**src/rtl/rcb_reg_arbiter_pkg.sv**
```systemverilog
// Shared constants for the RCB register-file arbiter: FSM encodings,
// the idle bus address and the register address map.
package rcb_reg_arbiter_pkg;

    // FSM encodings, kept as plain constants for legacy tooling.
    localparam logic [1:0] ARB_IDLE   = 2'd0;
    localparam logic [1:0] ARB_ADDR   = 2'd1;
    localparam logic [1:0] ARB_ACCESS = 2'd2;
    localparam logic [1:0] ARB_ACK    = 2'd3;

    // Unmapped address parked on the bus while idle; reads back all ones.
    localparam logic [15:0] REG_IDLE_ADDR = 16'hFFFF;

    // Register address map.
    localparam logic [15:0] REG_ID      = 16'h0000;
    localparam logic [15:0] REG_CTRL    = 16'h0004;
    localparam logic [15:0] REG_STATUS  = 16'h0008;
    localparam logic [15:0] REG_SCRATCH = 16'h0010;

    // One requester's transaction as captured at grant time.
    typedef struct packed {
        logic        we;
        logic [15:0] addr;
        logic [31:0] wdata;
    } arb_txn_t;

    // Select the winning requester's transaction.
    function automatic arb_txn_t pick_txn(input logic idx, input arb_txn_t t0,
                                          input arb_txn_t t1);
        return idx ? t1 : t0;
    endfunction

endpackage

```
**src/rtl/rcb_reg_arbiter_if.sv**
```systemverilog
// Register-file side of the arbiter (addr / data_mosi / data_mosi_rdy /
// data_miso).
//
// Handshake: the arbiter (master) holds reg_addr and reg_wdata stable for
// the whole address-settle and access window; reg_wr is a single-cycle
// write strobe in the access cycle. The register file (slave) answers
// reg_rdata combinationally from reg_addr with no flow control of its own.
interface rcb_reg_arbiter_if;
    logic [15:0] reg_addr;
    logic [31:0] reg_wdata;
    logic        reg_wr;
    logic [31:0] reg_rdata;

    modport master (output reg_addr, output reg_wdata, output reg_wr,
                    input reg_rdata);
    modport slave  (input reg_addr, input reg_wdata, input reg_wr,
                    output reg_rdata);
endinterface

```
**src/rtl/rcb_reg_arbiter_rr.sv**
```systemverilog
// Two-input grant: round-robin on last_grant, or port 0 fixed priority.
// The grant is combinational and only consumed while the arbiter is idle.
module rcb_rr_arbiter #(
    parameter int FIXED_PRIO = 0
) (
    input  logic clk_100m,
    input  logic rst,
    input  logic req0,
    input  logic req1,
    input  logic update,
    input  logic upd_idx,
    output logic gnt_valid,
    output logic gnt_idx
);

    logic last_grant;

    // Pick the winner; on contention prefer the port not served last.
    always_comb begin
        gnt_valid = req0 | req1;
        gnt_idx   = 1'b0;
        if (req0 && req1) begin
            gnt_idx = (FIXED_PRIO != 0) ? 1'b0 : ~last_grant;
        end else if (req1) begin
            gnt_idx = 1'b1;
        end
    end

    // Remember the last served port; reset to 1 so port 0 wins first.
    always_ff @(posedge clk_100m or posedge rst) begin
        if (rst) begin
            last_grant <= 1'b1;
        end else if (update) begin
            last_grant <= upd_idx;
        end
    end

endmodule

```
**src/rtl/rcb_reg_arbiter.sv**
```systemverilog
// Serialises single-word register reads/writes from the SPI slave (port 0)
// and the self-test sequencer (port 1) onto the shared RCB register bus.
module rcb_reg_arbiter
    import rcb_reg_arbiter_pkg::*;
#(
    parameter int          SETUP_CYC  = 2,
    parameter logic [15:0] IDLE_ADDR  = REG_IDLE_ADDR,
    parameter int          FIXED_PRIO = 0
) (
    input  logic             clk_100m,
    input  logic             rst,
    input  logic             req0,
    input  logic             req1,
    input  logic             we0,
    input  logic             we1,
    input  logic [15:0]      addr0,
    input  logic [15:0]      addr1,
    input  logic [31:0]      wdata0,
    input  logic [31:0]      wdata1,
    output logic             ack0,
    output logic             ack1,
    output logic [31:0]      rdata0,
    output logic [31:0]      rdata1,
    output logic             busy,
    output logic [1:0]       arb_state,
    rcb_reg_arbiter_if.master rf
);

    // The settle counter is 4 bits, so only 1..15 settle cycles fit.
    generate
        if (SETUP_CYC < 1 || SETUP_CYC > 15) begin : g_bad_setup_cyc
            $error("rcb_reg_arbiter: SETUP_CYC must be within 1..15");
        end
    endgenerate

    localparam logic [3:0] CNT_LAST = 4'(SETUP_CYC - 1);

    logic [1:0] state;
    logic [3:0] cnt;
    logic       lat_we;
    logic       gidx;
    logic       gnt_valid;
    logic       gnt_idx;
    arb_txn_t   txn0;
    arb_txn_t   txn1;
    arb_txn_t   cand;

    assign arb_state = state;

    // Bundle each requester's inputs and select the one being granted.
    always_comb begin
        txn0 = '{we: we0, addr: addr0, wdata: wdata0};
        txn1 = '{we: we1, addr: addr1, wdata: wdata1};
        cand = pick_txn(gnt_idx, txn0, txn1);
    end

    rcb_rr_arbiter #(
        .FIXED_PRIO (FIXED_PRIO)
    ) u_rr (
        .clk_100m  (clk_100m),
        .rst       (rst),
        .req0      (req0),
        .req1      (req1),
        .update    (state == ARB_ACK),
        .upd_idx   (gidx),
        .gnt_valid (gnt_valid),
        .gnt_idx   (gnt_idx)
    );

    // Transaction FSM and bus drivers; the bus registers double as the
    // latched address/data, so later requester changes cannot leak in.
    always_ff @(posedge clk_100m or posedge rst) begin
        if (rst) begin
            state        <= ARB_IDLE;
            cnt          <= 4'd0;
            lat_we       <= 1'b0;
            gidx         <= 1'b0;
            busy         <= 1'b0;
            ack0         <= 1'b0;
            ack1         <= 1'b0;
            rf.reg_addr  <= IDLE_ADDR;
            rf.reg_wdata <= 32'd0;
            rf.reg_wr    <= 1'b0;
        end else begin
            ack0      <= 1'b0;
            ack1      <= 1'b0;
            rf.reg_wr <= 1'b0;
            case (state)
                ARB_IDLE: begin
                    if (gnt_valid) begin
                        lat_we       <= cand.we;
                        gidx         <= gnt_idx;
                        cnt          <= 4'd0;
                        rf.reg_addr  <= cand.addr;
                        rf.reg_wdata <= cand.wdata;
                        busy         <= 1'b1;
                        state        <= ARB_ADDR;
                    end
                end
                ARB_ADDR: begin
                    cnt <= cnt + 4'd1;
                    if (cnt == CNT_LAST) begin
                        rf.reg_wr <= lat_we;
                        state     <= ARB_ACCESS;
                    end
                end
                ARB_ACCESS: begin
                    ack0         <= ~gidx;
                    ack1         <= gidx;
                    rf.reg_addr  <= IDLE_ADDR;
                    rf.reg_wdata <= 32'd0;
                    state        <= ARB_ACK;
                end
                ARB_ACK: begin
                    busy  <= 1'b0;
                    state <= ARB_IDLE;
                end
                default: begin
                    state <= ARB_IDLE;
                end
            endcase
        end
    end

    // Capture read data into the granted port only, at the end of ACCESS.
    always_ff @(posedge clk_100m or posedge rst) begin
        if (rst) begin
            rdata0 <= 32'd0;
            rdata1 <= 32'd0;
        end else if (state == ARB_ACCESS && !lat_we) begin
            if (gidx) begin
                rdata1 <= rf.reg_rdata;
            end else begin
                rdata0 <= rf.reg_rdata;
            end
        end
    end

endmodule

```
**src/flat_wrapper.sv**
```systemverilog
// flat-port wrapper written by rule: the top's interface ports become plain ports
module rcb_reg_arbiter_flat import rcb_reg_arbiter_pkg::*;
#(
    parameter int          SETUP_CYC  = 2,
    parameter logic [15:0] IDLE_ADDR  = REG_IDLE_ADDR,
    parameter int          FIXED_PRIO = 0
)
  (clk_100m, rst, req0, req1, we0, we1, addr0, addr1, wdata0, wdata1, ack0, ack1, rdata0, rdata1, busy, arb_state, rf_reg_addr, rf_reg_wdata, rf_reg_wr, rf_reg_rdata);
  rcb_reg_arbiter_if rf_i ();
  input  logic clk_100m;
  input  logic rst;
  input  logic req0;
  input  logic req1;
  input  logic we0;
  input  logic we1;
  input  logic [15:0] addr0;
  input  logic [15:0] addr1;
  input  logic [31:0] wdata0;
  input  logic [31:0] wdata1;
  output logic ack0;
  output logic ack1;
  output logic [31:0] rdata0;
  output logic [31:0] rdata1;
  output logic busy;
  output logic [1:0] arb_state;
  output wire logic [$bits(rf_i.reg_addr)-1:0] rf_reg_addr;
  output wire logic [$bits(rf_i.reg_wdata)-1:0] rf_reg_wdata;
  output wire logic [$bits(rf_i.reg_wr)-1:0] rf_reg_wr;
  input wire logic [$bits(rf_i.reg_rdata)-1:0] rf_reg_rdata;
  assign rf_reg_addr = rf_i.reg_addr;
  assign rf_reg_wdata = rf_i.reg_wdata;
  assign rf_reg_wr = rf_i.reg_wr;
  assign rf_i.reg_rdata = rf_reg_rdata;
  rcb_reg_arbiter #(.SETUP_CYC(SETUP_CYC), .IDLE_ADDR(IDLE_ADDR), .FIXED_PRIO(FIXED_PRIO)) u_core (.clk_100m(clk_100m), .rst(rst), .req0(req0), .req1(req1), .we0(we0), .we1(we1), .addr0(addr0), .addr1(addr1), .wdata0(wdata0), .wdata1(wdata1), .ack0(ack0), .ack1(ack1), .rdata0(rdata0), .rdata1(rdata1), .busy(busy), .arb_state(arb_state), .rf(rf_i));
endmodule
```
**config.mk**
```make
export PLATFORM = sky130hd
export DESIGN_NAME = rcb_reg_arbiter_flat
export DESIGN_NICKNAME = d
export VERILOG_FILES = /design/src/rtl/rcb_reg_arbiter_pkg.sv /design/src/rtl/rcb_reg_arbiter_if.sv /design/src/rtl/rcb_reg_arbiter_rr.sv /design/src/rtl/rcb_reg_arbiter.sv /design/src/flat_wrapper.sv
export SDC_FILE = /design/constraint.sdc
export NUM_CORES = 1
export LEC_CHECK = 0
export CAP_MARGIN = 20
export CORE_AREA = 5 5 100 149
export CTS_CLUSTER_SIZE = 20
export DETAILED_ROUTE_END_ITERATION = 6
export DIE_AREA = 0 0 105 154
export GPL_TIMING_DRIVEN = 1
export HOLD_SLACK_MARGIN = 0.06
export PLACE_DENSITY_LB_ADDON = 0.12
export SYNTH_ARGS = -nofsm -noshare
export SYNTH_HDL_FRONTEND = slang
export SYNTH_SLANG_ARGS = --single-unit
```
**constraint.sdc**
```tcl
create_clock -name clk_100m -period 4 [get_ports clk_100m]
set_input_delay 0.4 -clock clk_100m [delete_from_list [all_inputs] [get_ports clk_100m]]
set_output_delay 0.4 -clock clk_100m [all_outputs]
set_load 0.01 [all_outputs]
```
==> results_dict.tcl <==
set metrics [dict create \
    status "complete, no violations" \
    synth_top_family_by_area "multiplexers" \
    nNetsFinal 789 \
    n_antenna_cell 0 \
    synth_compound_area_frac 0.119 \
    crit_slowest_cell "nor2b_4" \
    die_x_um 105 \
    synth.area.mux_share 0.141 \
    worstPathRequired_ps 4300 \
    io-pin-count 252 \
    period_minus_slack_ps 2390 \
    leakage_nw 3.66 \
    clock.fmax_mhz 419 \
    vdd_drop_max_uv 283 \
    num_rows 52 \
    max_stage_delay_ps 640 \
    ctsResizeCount 0 \
    fin_ws_ps 1610 \
    drc 0 \
    power_mw 6.68 \
    clock_sinks 125 \
    ant_nets 0 \
    gp_congestion 0.800 \
    fin_util 0.635 \
    yosysWarnings 0 \
    hold_path_class "reg -> reg" \
    die_h_um 154 \
    ctsHoldBuffers 0 \
    netlist_area_um2 5410 \
    maxCapViolCount 0 \
    ys_seq_area_frac 0.583 \
    critPathLaunchType "flop" \
    dieArea_um2 16200 \
    grt_first_pass_wirelength_um 24700 \
    tritoncts "done" \
    p_per_area_nw_per_um2 784 \
    synth_area_leaders "dfrtp_1 50%, mux2_1 12%, dfstp_2 8.3%" \
    synth_cells 410 \
    cts_buffer_depth 2 \
    post_drt_via_cell_ratio 5.26 \
    wl_per_cell_um 18.8 \
    initialDrtViolationCount 138 \
    grt_max_degree 65 \
    start_util 0.403 \
    port_buffers 251 \
    ff2ff_setup_slack_ps 1610 \
    ys_types 39 \
    syn_avg_cell_area_um2 13.2 \
    numCtsBuffers 17 \
    dpl.hpwl_um 11300 \
    synthAdderAreaFrac 0.0139 \
    cts_root_buffer "clkbuf_16" \
    setup_viol 0 \
    dp_slack_ps 1490 \
    finalCritPeriodShare 0.597 \
    grt_overflow 0 \
    holdWs_ps 483 \
    max_slew_margin 0.374 \
    hold_viol_final 0 \
    dr.pass1.iters 4 \
    setup.worst_path.start "u_core.arb_state[1]" \
    first_global_vias 4741 \
    path_max_fanout 34 \
    worstMarginPinSlew_ps 936 \
    drt_wl_total_um 15500 \
    synth_top_area_share 0.500 \
    yosysTopAreaCell "dfrtp_1" \
    clk_pin_slew_ps 60 \
    finalClockSkew_ps 11.7 \
    finalSetupTns_ps 0 \
    areaGrowthSynthToFinish_pct 57.5 \
    yosys.area_share.simple 0.0891 \
    track_usage 0.190 \
    worst_r2r_endpoint "u_core.rf.reg_addr[14]" \
    drv_slew 0 \
    path_cells "inv_1 > ha_1 > nor2b_4 > o21a_1 > a31oi_1" \
    num_vias 4338 \
    endpoint "u_core.rf.reg_addr[14]" \
    rsz0062_at_grt "false" \
    rr_startpoint "u_core.arb_state[1]" \
    cp-end-kind "flop" \
    arrival_ps 2680 \
    synthXorXnorAreaFrac 0 \
    htreeDepth 4 \
    multi_input_area_um2 1980 \
    yosys_register_bits 125 \
    ff_latch_area_um2 3150 \
    post_cts_buffers 0 \
    drive_gt1_frac 0.109 \
    crit_type "reg -> reg" \
    antenna_found_initial 0 \
    fill_cells 1070 \
    core_um2 13400 \
    mappedNetlistNets 550 \
    reg2regPathDepth 5 \
    worstSkewPairLatency_ps 410 \
]
-- cells in the final DEF (no fill, tap or decap), types with 3 or more instances in the layout --
master	Yosys	routed
a221o_1	32	32
ha_1	6	6
inv_1	5	4
clkbuf_16	0	17
mux2_1	57	57
clkdlybuf4s50_1	0	251
and3_1	33	33
nand2_1	36	36
a31oi_1	16	16
dfrtp_1	108	108
a21oi_1	18	18
nor3b_1	3	3
mux2_2	9	9
dfstp_2	17	17
clkinv_4	0	5
o21ai_0	9	9
inv_6	0	3
-- synth_stat cells (all sizes together) --
library cell  count
nand2b            2
and3             34
a22o              1
buf              28
a21oi            18
o2111ai           1
a211oi            1
nor2b             3
or2               1
nor4bb            1
and2              1
nand2            37
a221o            32
o21a              1
o21ba             1
mux2             66
a21boi            1
or3b              2
dfstp            17
nor3b             3
dfrtp           108
o211ai            1
a21bo             2
inv               5
nand4b            1
clkbuf            6
o21ai             9
nor2              2
ha                6
mux2i             2
o311ai            1
a31oi            16
-- sequential cells by signal, indices dropped and copies added (netlist names) --
signal                  cells
u_core.rdata0              32
u_core.rdata1              32
u_core.rf.reg_wdata        32
u_core.rf.reg_addr         16
u_core.cnt                  4
u_core.arb_state            2
u_core.ack0                 1
u_core.ack1                 1
u_core.busy                 1
u_core.gidx                 1
u_core.lat_we               1
u_core.rf.reg_wr            1
u_core.u_rr.last_grant      1
-- power by group --
group	switching (mW)	total (mW)	internal, mW
logic	1.24	2.88	1.64
registers	0.345	2.25	1.91
clock network	0.596	1.54	0.946
-- cell families after synthesis --
group / Yosys count
compound gates: 85
flops: 125
mux: 68
buf+inv: 39
simple gates: 87
fa+ha+maj: 6
-- worst max-delay path: cells and delay by family, from the launching register on --
| kind | cells | cell delay (ps) |
|---|---|---|
| AOI/OAI and AO/OA | 2 | 780 |
| adders and majority gates | 1 | 340 |
| buffers and inverters | 1 | 90 |
| DFF | 1 | 420 |
| and+or+nand+nor | 1 | 640 |
-- routing by layer --
layer | global-route usage | vias to the layer above | wire, um
met2 | 0.319 | 202 | 7770
met1 | 0.214 | 2115 | 5920
met3 | 0.0671 | 31 | 1340
li1 | - | 1990 | -
met4 | 0.0884 | 0 | 457
met5 | 0 | - | 0
-- layout make-up --
class | instances | share of cell area
Sequential cell | 125 | 0.370
Timing Repair Buffer | 254 | 0.301
Multi-Input combinational cell | 246 | 0.233
Clock buffer | 18 | 0.0516
Tap cell | 162 | 0.0238
Clock inverter | 14 | 0.0187
Inverter | 5 | 0.00250
-- metrics by stage --
stage / std cells / area [um2]
after global routing: 824 / 8510
final: 824 / 8510
after CTS: 823 / 8490
after floorplan: 410 / 5410
after global placement: 791 / 7900
after detailed placement: 791 / 7900
-- worst min path at each step --
stage	from	to	cells after the start
final	u_core.rdata0[18]	u_core.rdata0[18]	1
after global routing	u_core.rdata0[15]	u_core.rdata0[15]	1
after CTS	u_core.rdata0[15]	u_core.rdata0[15]	1
after detailed placement	u_core.rdata0[15]	u_core.rdata0[15]	1
after global placement	u_core.rdata0[31]	u_core.rdata0[31]	1
after floorplan	u_core.gidx	u_core.ack0	1
Note: power is estimated with default switching activity, not from simulation.
==> RTL change, RTL diff (config.mk and constraints unchanged) <==
Make the reset (`rst`) synchronous in 3 clocked blocks.
--- a/src/rtl/rcb_reg_arbiter_rr.sv
+++ b/src/rtl/rcb_reg_arbiter_rr.sv
@@ -27,7 +27,7 @@
     end
 
     // Remember the last served port; reset to 1 so port 0 wins first.
-    always_ff @(posedge clk_100m or posedge rst) begin
+    always_ff @(posedge clk_100m) begin
         if (rst) begin
             last_grant <= 1'b1;
         end else if (update) begin
--- a/src/rtl/rcb_reg_arbiter.sv
+++ b/src/rtl/rcb_reg_arbiter.sv
@@ -69,7 +69,7 @@
 
     // Transaction FSM and bus drivers; the bus registers double as the
     // latched address/data, so later requester changes cannot leak in.
-    always_ff @(posedge clk_100m or posedge rst) begin
+    always_ff @(posedge clk_100m) begin
         if (rst) begin
             state        <= ARB_IDLE;
             cnt          <= 4'd0;
@@ -123,7 +123,7 @@
     end
 
     // Capture read data into the granted port only, at the end of ACCESS.
-    always_ff @(posedge clk_100m or posedge rst) begin
+    always_ff @(posedge clk_100m) begin
         if (rst) begin
             rdata0 <= 32'd0;
             rdata1 <= 32'd0;
Check against the original RTL: differs if rst is asserted again (counterexample within 4 cycles, from zero or initial values and one cycle with rst high); with rst held inactive, the same outputs for 10 cycles.
==> RTL change against the original RTL <==
Sequential cell count is the same; wire length shrank 2.1%; utilization shrank 2.5 points; worst setup slack gained 0.18 ns; cell count grew 13%; cell area shrank 3.9%; area after synthesis shrank 8.2%.
Power is not compared: it rests on default switching activity, and its combinational part moved more than twofold at a synthesized area within 25%.
==> RTL change: results (changes against the original RTL) <==
CP max stage delay=0.72 ns (was 0.64 ns); r2r setup slk=1.80 ns (was 1.61 ns); clk_skew=0.00671 ns (was 0.0117 ns); RR Startpoint=u_core.arb_state[0]$_SDFFE_PP0P_ (was u_core.arb_state[1]$_DFFE_PP0P_); Syn Nets=655 (was 550); Worst-Margin Slew=0.878 ns (was 0.936 ns); first-pass GRT wire length=24,400 um (was 24,700 um); R2R Path End=u_core.rf.reg_wdata[18]$_SDFFE_PP0P_ (was u_core.rf.reg_addr[14]$_DFFE_PP1P_); Post-synth top cells=nand2_1, dfxtp_1, a21oi_1 (was dfrtp_1, mux2_1, nand2_1); vias in the first global route=4,780 (was 4,741); Max Fanout on Critical Path=32 (was 34); asr flop ratio synth=0 (was 1.00); outcome=completed (unchanged); Crit-path slowest cell=a21oi_4 (was nor2b_4); total wire length=15,200 um (was 15,500 um); hold_sp=u_core.rdata1[7]$_SDFFE_PP0P_ (was u_core.rdata0[18]$_DFFE_PP0P_); DRT Pass-1 Iters=6 (was 4); proportion of layout cells with a drive suffix above 1=0.0756 (was 0.109); hpwl dp=11,400 um (was 11,300 um); adder-cell area share of the yosys netlist=0.0151 (was 0.0139); CP arrival=2.52 ns (was 2.68 ns); GPL Wtd Cong=0.743 (was 0.800); WHS Path Cells=2 (was 1); Non-Filler Instances=929 (was 824); top cells by area, synth=dfxtp_1, mux2i_1, nand2_1, a21oi_1, o2bb2ai_1 (was dfrtp_1, mux2_1, dfstp_2, a221o_1, and3_1); synthesized instance count=515 (was 410); Worst Hold End=u_core.rdata1[7]$_SDFFE_PP0P_ (was u_core.rdata0[18]$_DFFE_PP0P_); Via Count=4,612 (was 4,338); overall routing resource usage=0.185 (was 0.190)
==> RTL change: changes by cell type after synthesis, moves of 9 or more <==
cell       delta
a21oi_1      +51
a221o_1      -32
a2bb2oi_2    +10
a31oi_1      -15
and3_1       -33
clkbuf_1     +17
dfrtp_1     -108
dfstp_2      -17
dfxtp_1     +125
mux2_1       -57
mux2_2        -9
mux2i_1      +49
nand2_1      +93
o2bb2ai_1    +32
==> RTL change: kinds of logic (layout without fill, tap and decap cells) <==
logic type	count (synthesis)	count (layout)
DFF	125	125
adders and majority gates	6	6
muxes	51	51
AOI/OAI and AO/OA	132	132
buffers and inverters	42	294
and+or+nand+nor	159	159
==> RTL change: per-stage QoR <==
step                hold slack, ns  instance area (um2)  power, mW  setup slack (ns)
floorplan                    0.464                 4960       2.32              2.27
global placement             0.441                 7520       3.03              1.54
detailed placement           0.446                 7580       3.07              1.49
CTS                          0.439                 8150       4.57              1.76
global route                 0.460                 8180       4.76              1.62
finish                       0.451                 8180       4.52              1.80
==> RTL change: routing by layer <==
layer  wire (um)  global-route usage  up-vias
met5           0                   0        -
met4         192              0.0555        0
met3        1490              0.0843       10
met2        7830               0.329      199
met1        5660               0.194     2134
li1            -                   -     2269
==> RTL change: worst max-delay path by stage <==
stage	slack, ns	to	depth (start not counted)	start
final	1.80	u_core.rf.reg_wdata[18]$_SDFFE_PP0P_	5	u_core.arb_state[0]$_SDFFE_PP0P_
after global routing	1.62	u_core.rf.reg_wdata[18]$_SDFFE_PP0P_	5	u_core.arb_state[1]$_SDFFE_PP0P_
after CTS	1.76	u_core.rf.reg_wdata[18]$_SDFFE_PP0P_	5	u_core.arb_state[0]$_SDFFE_PP0P_
after detailed placement	1.49	u_core.rf.reg_wdata[18]$_SDFFE_PP0P_	4	rst
after global placement	1.54	u_core.rf.reg_wdata[31]$_SDFFE_PP0P_	4	rst
after floorplan	2.27	u_core.rf.reg_addr[10]$_SDFFE_PP1P_	6	u_core.arb_state[0]$_SDFFE_PP0P_
==> RTL change: cell type report <==
cell class	instances	area [um2]
flip-flops and latches	125	2500
well taps	162	203
inverters	4	15.0
multi-input cells	348	2250
fillers	1162	5220
clock inverters	14	148
repair buffers	259	2640
clock buffers	17	425
==> RTL change: report_power, final <==
part           switching (mW)  internal, mW  total [mW]
Combinational           0.604         0.788        1.39
Clock                   0.563         0.914        1.48
Sequential              0.160          1.49        1.65
==> RTL change: tightest hold or removal path: cells and delay by family (launching register included) <==
family          cells  cell delay (ns)
flops               1             0.30
compound gates      1             0.05
simple gates        1             0.05
